## src/rtl/rdma_rc_pdu_tx.sv

```systemverilog
// RC PDU transmit builder: checks opcode class vs QP state, emits header beat + N payload beats, owns send PSN.
// Latency: header valid 1 cycle after request accept; each payload beat appears 1 cycle after it is taken.
// Backpressure: output beat held stable while pdu_ready=0; pl_ready/req_ready deasserted until the beat drains.
// Optional statistics counters enabled by defining RDMA_PDU_TX_STATS_EN.
module rdma_rc_pdu_tx #(
  parameter int QPN_WIDTH    = 16,
  parameter int PSN_WIDTH    = 24,
  parameter int OPCODE_WIDTH = 8,
  parameter int DATA_WIDTH   = 64,
  parameter int LEN_WIDTH    = 4
) (
  input  logic                    clk,
  input  logic                    rst,
  input  logic [2:0]              qp_state,
  input  logic [QPN_WIDTH-1:0]    remote_qpn,
  input  logic                    psn_load,
  input  logic [PSN_WIDTH-1:0]    psn_init,
  input  logic                    req_valid,
  output logic                    req_ready,
  input  logic [OPCODE_WIDTH-1:0] req_opcode,
  input  logic [LEN_WIDTH-1:0]    req_len,
  input  logic [DATA_WIDTH-1:0]   pl_data,
  input  logic                    pl_valid,
  output logic                    pl_ready,
  output logic [DATA_WIDTH-1:0]   pdu_data,
  output logic                    pdu_valid,
  input  logic                    pdu_ready,
  output logic                    pdu_sop,
  output logic                    pdu_eop,
  output logic                    req_reject,
  output logic [PSN_WIDTH-1:0]    send_psn
`ifdef RDMA_PDU_TX_STATS_EN
  ,
  output logic [31:0]             stat_tx_pdus,
  output logic [15:0]             stat_tx_rejects
`endif
);

  localparam logic [2:0] QP_RTR = 3'd2;
  localparam logic [2:0] QP_RTS = 3'd3;

  typedef enum logic [1:0] {S_IDLE, S_HDR, S_PAYLOAD} state_t;

  state_t                  state, state_nxt;
  logic [LEN_WIDTH-1:0]    len_q, cnt_q, cnt_inc;
  logic                    is_data_q;
  logic                    is_data_req, legal, accept, hs, take;
  logic [DATA_WIDTH-1:0]   hdr;
  logic [PSN_WIDTH-1:0]    psn_inc;

  // Opcode class check against the QP state seen at accept, plus header assembly.
  always_comb begin
    is_data_req = (req_opcode < OPCODE_WIDTH'(32));
    legal       = !req_opcode[OPCODE_WIDTH-1] &&
                  (((qp_state == QP_RTS) && is_data_req) ||
                   ((qp_state == QP_RTR) && !is_data_req));
    hdr         = '0;
    hdr[63:0]   = {req_opcode, 8'h00, remote_qpn, send_psn, 4'h0, req_len};
    accept      = req_valid && req_ready;
    hs          = pdu_valid && pdu_ready;
    take        = pl_valid && pl_ready;
    cnt_inc     = cnt_q + 1'b1;
    psn_inc     = send_psn + 1'b1;
  end

  // FSM state register.
  always_ff @(posedge clk or posedge rst) begin
    if (rst) state <= S_IDLE;
    else     state <= state_nxt;
  end

  // FSM next state and handshake readies; payload intake stops once len beats are taken.
  always_comb begin
    state_nxt = state;
    req_ready = 1'b0;
    pl_ready  = 1'b0;
    case (state)
      S_IDLE: begin
        req_ready = !rst && !pdu_valid;
        if (req_valid && req_ready && legal) state_nxt = S_HDR;
      end
      S_HDR: begin
        if (hs) state_nxt = (len_q == '0) ? S_IDLE : S_PAYLOAD;
      end
      S_PAYLOAD: begin
        pl_ready = (!pdu_valid || pdu_ready) && (cnt_q != len_q);
        if (hs && pdu_eop) state_nxt = S_IDLE;
      end
      default: state_nxt = S_IDLE;
    endcase
  end

  // Output beat register: loads header on accept, payload on take, drops valid on drain.
  always_ff @(posedge clk or posedge rst) begin
    if (rst) begin
      pdu_data   <= '0;
      pdu_valid  <= 1'b0;
      pdu_sop    <= 1'b0;
      pdu_eop    <= 1'b0;
      req_reject <= 1'b0;
      len_q      <= '0;
      cnt_q      <= '0;
      is_data_q  <= 1'b0;
    end else begin
      req_reject <= accept && !legal;
      case (state)
        S_IDLE: begin
          if (accept && legal) begin
            pdu_data  <= hdr;
            pdu_valid <= 1'b1;
            pdu_sop   <= 1'b1;
            pdu_eop   <= (req_len == '0);
            len_q     <= req_len;
            cnt_q     <= '0;
            is_data_q <= is_data_req;
          end
        end
        S_HDR: begin
          if (hs) begin
            pdu_valid <= 1'b0;
            pdu_sop   <= 1'b0;
            pdu_eop   <= 1'b0;
          end
        end
        S_PAYLOAD: begin
          if (take) begin
            pdu_data  <= pl_data;
            pdu_valid <= 1'b1;
            pdu_sop   <= 1'b0;
            pdu_eop   <= (cnt_inc == len_q);
            cnt_q     <= cnt_inc;
          end else if (hs) begin
            pdu_valid <= 1'b0;
            pdu_eop   <= 1'b0;
          end
        end
        default: pdu_valid <= 1'b0;
      endcase
    end
  end

  // Send PSN: explicit load wins over the data-header increment.
  always_ff @(posedge clk or posedge rst) begin
    if (rst)                                    send_psn <= '0;
    else if (psn_load)                          send_psn <= psn_init;
    else if (state == S_HDR && hs && is_data_q) send_psn <= psn_inc;
  end

`ifdef RDMA_PDU_TX_STATS_EN
  // Saturating PDU and reject counters.
  always_ff @(posedge clk or posedge rst) begin
    if (rst) begin
      stat_tx_pdus    <= '0;
      stat_tx_rejects <= '0;
    end else begin
      if (hs && pdu_eop && stat_tx_pdus != 32'hFFFF_FFFF) stat_tx_pdus <= stat_tx_pdus + 1'b1;
      if (req_reject && stat_tx_rejects != 16'hFFFF)      stat_tx_rejects <= stat_tx_rejects + 1'b1;
    end
  end
`else
  // Statistics counters not built.
`endif

endmodule

```

## config.mk

```make
export PLATFORM = sky130hd
export DESIGN_NAME = rdma_rc_pdu_tx
export DESIGN_NICKNAME = d
export VERILOG_FILES = /design/src/rtl/rdma_rc_pdu_tx.sv
export SDC_FILE = /design/constraint.sdc
export NUM_CORES = 1
export LEC_CHECK = 0
export ABC_CLOCK_PERIOD_IN_PS = 3300
export BUFFER_PORTS_ARGS = -buffer_cell sky130_fd_sc_hd__clkbuf_2
export CORE_UTILIZATION = 49
export CTS_CLUSTER_SIZE = 40
export DETAILED_ROUTE_END_ITERATION = 10
export GPL_TIMING_DRIVEN = 1
export PLACE_DENSITY = 0.81
export SLEW_MARGIN = 20
export SYNTH_ARGS = -nofsm -noshare
export SYNTH_HDL_FRONTEND = slang
export SYNTH_SLANG_ARGS = --single-unit
```

## constraint.sdc

```tcl
create_clock -name clk -period 3.3 [get_ports clk]
set_clock_uncertainty 0.15 [all_clocks]
set_input_delay 0.165 -clock clk [delete_from_list [all_inputs] [get_ports clk]]
set_output_delay 0.165 -clock clk [all_outputs]
set_load 0.02 [all_outputs]
```

# == After elaboration in Yosys (flattened, before gate mapping) ==
# Cells that the tools add are included.
# totals
regBits,103
latch_bits,0
ram_bits,0
romBits,0
in_bits,125
output_inout_bits,94
n_memories,0
# op_classes
add_sub_neg,2
mul,0
div,0
n_lt_le_gt_ge,1
eq_ne,11
shift,0
n_mux,26
bitwise,0
n_reduce_logical,33
# op_table
cell,n
64-bit 2-to-1 mux,2
64-bit case mux with 2 select lines,1
24-bit 2-to-1 mux,2
24-bit by 1-bit adder with 24-bit output (second input constant),1
1-bit logical AND,15
1-bit 2-to-1 mux,10
2-bit inequality test (second input constant),5
1-bit case mux with 3 select lines,3
4-bit zero test,2
8-bit by 6-bit < comparator with 1-bit output (second input constant),1
2-bit 2-to-1 mux,4
4-bit 2-to-1 mux,2
4-bit case mux with 2 select lines,1
3-bit by 2-bit == test with 1-bit output (second input constant),2
2-bit case mux with 3 select lines,1
3-bit AND reduction,2
1-bit zero test,5
4-bit by 1-bit adder with 4-bit output (second input constant),1
4-bit == test,1
4-bit inequality test,1
2-bit AND reduction,2
4-bit AND reduction,1
2-bit nonzero test,2
3-bit nonzero test,1
other kinds (4),5

# == Depth between registers and ports, before layout ==
# logic_depth
depth_word,8
ltp_mapped,9
ltp_nobuf,7

# == Worst setup path before layout ==
# OpenSTA, ideal clock, no wires.
# synth_timing
path_type,reg2reg
start,reg state[1]
end,reg send_psn[18]
setup_time_ps,125
t_arrival_ps,2126
path_slack_ps,899
path_stages_with_launch,8
path_buffers,0
path_cell_list,dfrtp_1 > inv_1 > ha_1 > nand4_1 > nor4_1 > nand4_1 > xnor2_1 > mux2_2
# synth_via
elab_chain_cells,4
# synth_lines
item,line_no,text
"start, declared",44,"state_t state, state_nxt;"
"start signal, assigned",69,else state <= state_nxt;
2-bit by 1-bit == test with 1-bit output,146,else if (state == S_HDR && hs && is_data_q) send_psn <= psn_inc;
1-bit logical AND (2 in a row),146,
2-bit nonzero test (no source line),--,
"end signal, assigned",145,else if (psn_load) send_psn <= psn_init;
"end signal, assigned",146,
"end, declared",31,output logic [PSN_WIDTH-1:0] send_psn
# Every way passes these cells.
# A chain may end at the register's enable or synchronous reset.

# == Worst setup path after layout ==
# layout_timing
start,reg len_q[3]
end,reg pdu_data[62]
# layout_via
elab_chain_cells,6
# layout_lines
item,line_no,text
"start, declared",45,"logic [LEN_WIDTH-1:0] len_q, cnt_q, cnt_inc;"
"start signal, assigned",113,len_q <= req_len;
4-bit inequality test,86,pl_ready = (!pdu_valid || pdu_ready) && (cnt_q != len_q);
1-bit logical AND,86,
1-bit 2-to-1 mux,77,case (state)
1-bit logical AND,61,take = pl_valid && pl_ready;
2-bit inequality test (no source line),--,
3-bit AND reduction (no source line),--,
"end signal, assigned",109,pdu_data <= hdr;
"end signal, assigned",127,pdu_data <= pl_data;
"end, declared",25,"output logic [DATA_WIDTH-1:0] pdu_data,"
# Every way passes these cells.

==> summary.md <==
| Metric | Value |
|---|---|
| Syn Inst Count | 469 |
| Fin crit share | 87.87% |
| Synthesis-to-finish area growth | 39.10% |
| Post-CTS setup buffers | 0 |
| Max-cap violation count | 0 |
| DR iter-0 viols | 301 |
| Hold WS | 0.01073 ns |
| GP Congestion | 0.8942 |
| Die ar. | 11410 um^2 |
| Dominant cells by area after synthesis | dfrtp_1 (48%), mux2_2 (22%), o21ai_0 (3.7%) |
| Ant. Diodes | 0 |
| Number of distinct library cells after synthesis | 43 |
| R2R Setup Slk | 0.40 ns |
| H-tree depth | 3 |
| Post-DRT Antenna Nets | 0 |
| WP data required | 3.40 ns |
| CTS max path bufs | 2 |
| Io pins | 219 |
| TritonCTS Buffers | 9 |
| Worst min-delay path class | input port to register |
| Status | finished clean |
| Final setup TNS | 0 ns |
| DP Wirelength | 10030 um |
| Via count | 4874 |
| Post-layout util | 71.25% |
| Max FO, Critical Path | 43 |
| Final nets | 885 |
| CP bufs+invs | 1 |
| CP Capture Type | register |
| Maximum vdd drop | 0.1885 mV |
| CTS resizes | 0 |
| Hold Path End | pdu_data[38] |
| Vias/cell | 5.446 |
| Fin worst setup slack | 0.4005 ns |
| DR pass1 iterations | 5 |
| Synth async-reset ratio | 100.0% |
| Leak Pwr | 3.868 nW |
| Post-synth top flop | dfrtp_1 |
| Fmax achieved | 0.3449 GHz |
| CORE AREA | 10510 um^2 |
| Crit-path slowest cell | buf_4 |
| FF-to-FF path depth | 6 |
| Die W | 106.8 um |
| Share of cells above drive strength 1 | 47.04% |
| Initial Util | 51.22% |
| R2R Path Start | len_q[3] |
| Unrepaired setup endpoints after global routing | false |
| Number of flops mapped to enable cells by yosys | 0 |
| CTS Hold Bufs | 76 |
| Hold path depth | 3 |
| DRC errors left | 0 |
| FP Rows | 37 |
| CP arrival | 3.00 ns |
| Setup violators final | 0 |
| Share of the synthesized area in the top cell type | 47.88% |
| Sequential-to-total area share from yosys stat | 47.88% |
| Largest stage delay, worst path | 0.58 ns |
| Avg Cell Area, Syn | 11.48 um^2 |
| Initial antenna violation count | 0 |
| Post-synthesis register bit count | 103 |
| Post-DP Area | 6560 um^2 |
| Pins Over Slew Limit | 0 |
| Pwr Density | 317.1 nW/um^2 |
| Post-place setup slack | 0.4759 ns |
| IO Port Bufs | 218 |
| Largest net degree at the start of global routing | 71 |
| Finished layout cell area | 7487 um^2 |
| Mapped cell area | 5383 um^2 |
| # fillers | 738 |
| First-pass GRT wire length | 23870 um |
| Clk Latency, worst-skew pair | 0.37 ns |
| Crit path max-delay family | buffers and inverters |
| CP Launch Type | register |
| Syn_nets | 600 |
| Root buf cell | clkbuf_8 |
| CTS Sinks | 103 |
| Grt ovf | 0 |
| Top cell type by total area after synthesis | dfrtp_1 |
| Die height | 106.8 um |
| Synth warnings | 0 |
| Setup CP Type | register to register |
| Slew HR | 47.65% |
| Final WL | 15340 um |
| Worst path cell trace | xor2_1 -> o41a_1 -> a31oi_4 -> nor2_4 -> buf_4 -> mux2_2 |
| CTS tree | yes |
| Vias in the first global route | 4991 |
| Count of final hold-check violations | 0 |
| GRT Util Overall | 27.11% |
| Hold Path Origin | pl_data[38] |
| Worst-path clk slew | 0.09 ns |
| Min cycle time layout | 2.900 ns |
| Actual slew at the worst max-slew pin | 0.7853 ns |
| Wire per inst | 17.14 um |
| Worst r2r dst | pdu_data[62] |
[worst register-to-register path, cell delays in order, from the launching register on]
cell     delay, ns
dfrtp_1       0.41
xor2_1        0.31
o41a_1        0.30
a31oi_4       0.24
nor2_4        0.35
buf_4         0.58
mux2_2        0.44
[cell usage after synthesis, drive strengths merged, types with 4 or more instances]
| library cell | number |
|---|---|
| xor2 | 21 |
| clkbuf | 15 |
| nand4 | 25 |
| nand2 | 45 |
| mux2 | 112 |
| xnor2 | 8 |
| ha | 6 |
| and4 | 4 |
| nand3 | 16 |
| inv | 10 |
| o21ai | 40 |
| nor2 | 10 |
| buf | 12 |
| dfrtp | 103 |
| and3 | 4 |
| nor3 | 5 |
[per-layer routing]
metal	up-vias	routed length (um)	global-route usage (%)
li1	2257	-	-
met1	2333	5969	30.41
met2	243	7886	49.35
met3	41	1013	5.289
met4	0	469	12.52
met5	-	0	0
[cells by family after synthesis]
family                   after synthesis  share of synthesized area [%]
adder cells (fa/ha/maj)                6                          1.395
buffers and inverters                 37                          3.556
XOR/XNOR                              29                          4.719
multiplexers                         115                          24.34
AND/OR/NAND/NOR                      124                          11.97
AO/OA/AOI/OAI                         55                          6.137
flip-flops                           103                          47.88
[sequential cells by signal, summed over array words and instances (netlist names)]
register / flops
pdu_sop: 1
req_reject: 1
len_q: 4
state: 2
pdu_valid: 1
send_psn: 24
pdu_eop: 1
is_data_q: 1
cnt_q: 4
pdu_data: 64
[cell type report]
cell class / instances / area [um^2] / area share [%]
Sequential cell: 103 / 2577 / 34.43
Timing Repair Buffer: 301 / 1917 / 25.60
Tap cell: 136 / 170.2 / 2.273
Clock buffer: 11 / 131.4 / 1.755
Multi-Input combinational cell: 329 / 2616 / 34.94
Inverter: 10 / 40.04 / 0.5348
Clock inverter: 5 / 35.03 / 0.4679
[per-stage QoR]
step	cells	power, W
final	895	0.002374
after global placement	803	0.001604
after detailed placement	803	0.001613
after floorplan	469	0.001475
after global routing	895	0.002473
after CTS	895	0.002390
[placed cells by master (no fill, tap or decap), drive strengths merged, types with 4 or more instances in the layout]
cell type / count
o21ai: 40
nand2: 45
and4: 4
inv: 10
nand4: 25
nor2: 10
nor3: 5
dlygate4sd3: 76
dfrtp: 103
and3: 4
clkbuf: 229
xnor2: 8
buf: 7
mux2: 112
clkinv: 4
nand3: 16
xor2: 21
ha: 6
[how the worst max path moves through the flow]
stage	startpoint	end	cells past startpoint
after floorplan	rst	cnt_q[0]	1
after global placement	len_q[3]	pdu_data[62]	6
after detailed placement	len_q[3]	pdu_data[37]	6
after CTS	len_q[3]	pdu_data[37]	6
after global routing	qp_state[2]	pdu_data[62]	8
final	len_q[3]	pdu_data[62]	6
[power breakdown]
group | internal, W | switching (W) | total (W)
Clock | 0.000275 | 0.000431 | 0.000707
Combinational | 0.000180 | 0.000152 | 0.000332
Sequential | 0.00129 | 0.0000477 | 0.00133
Total | 0.00174 | 0.000631 | 0.00237
Note: power is estimated with default switching activity, not from simulation.
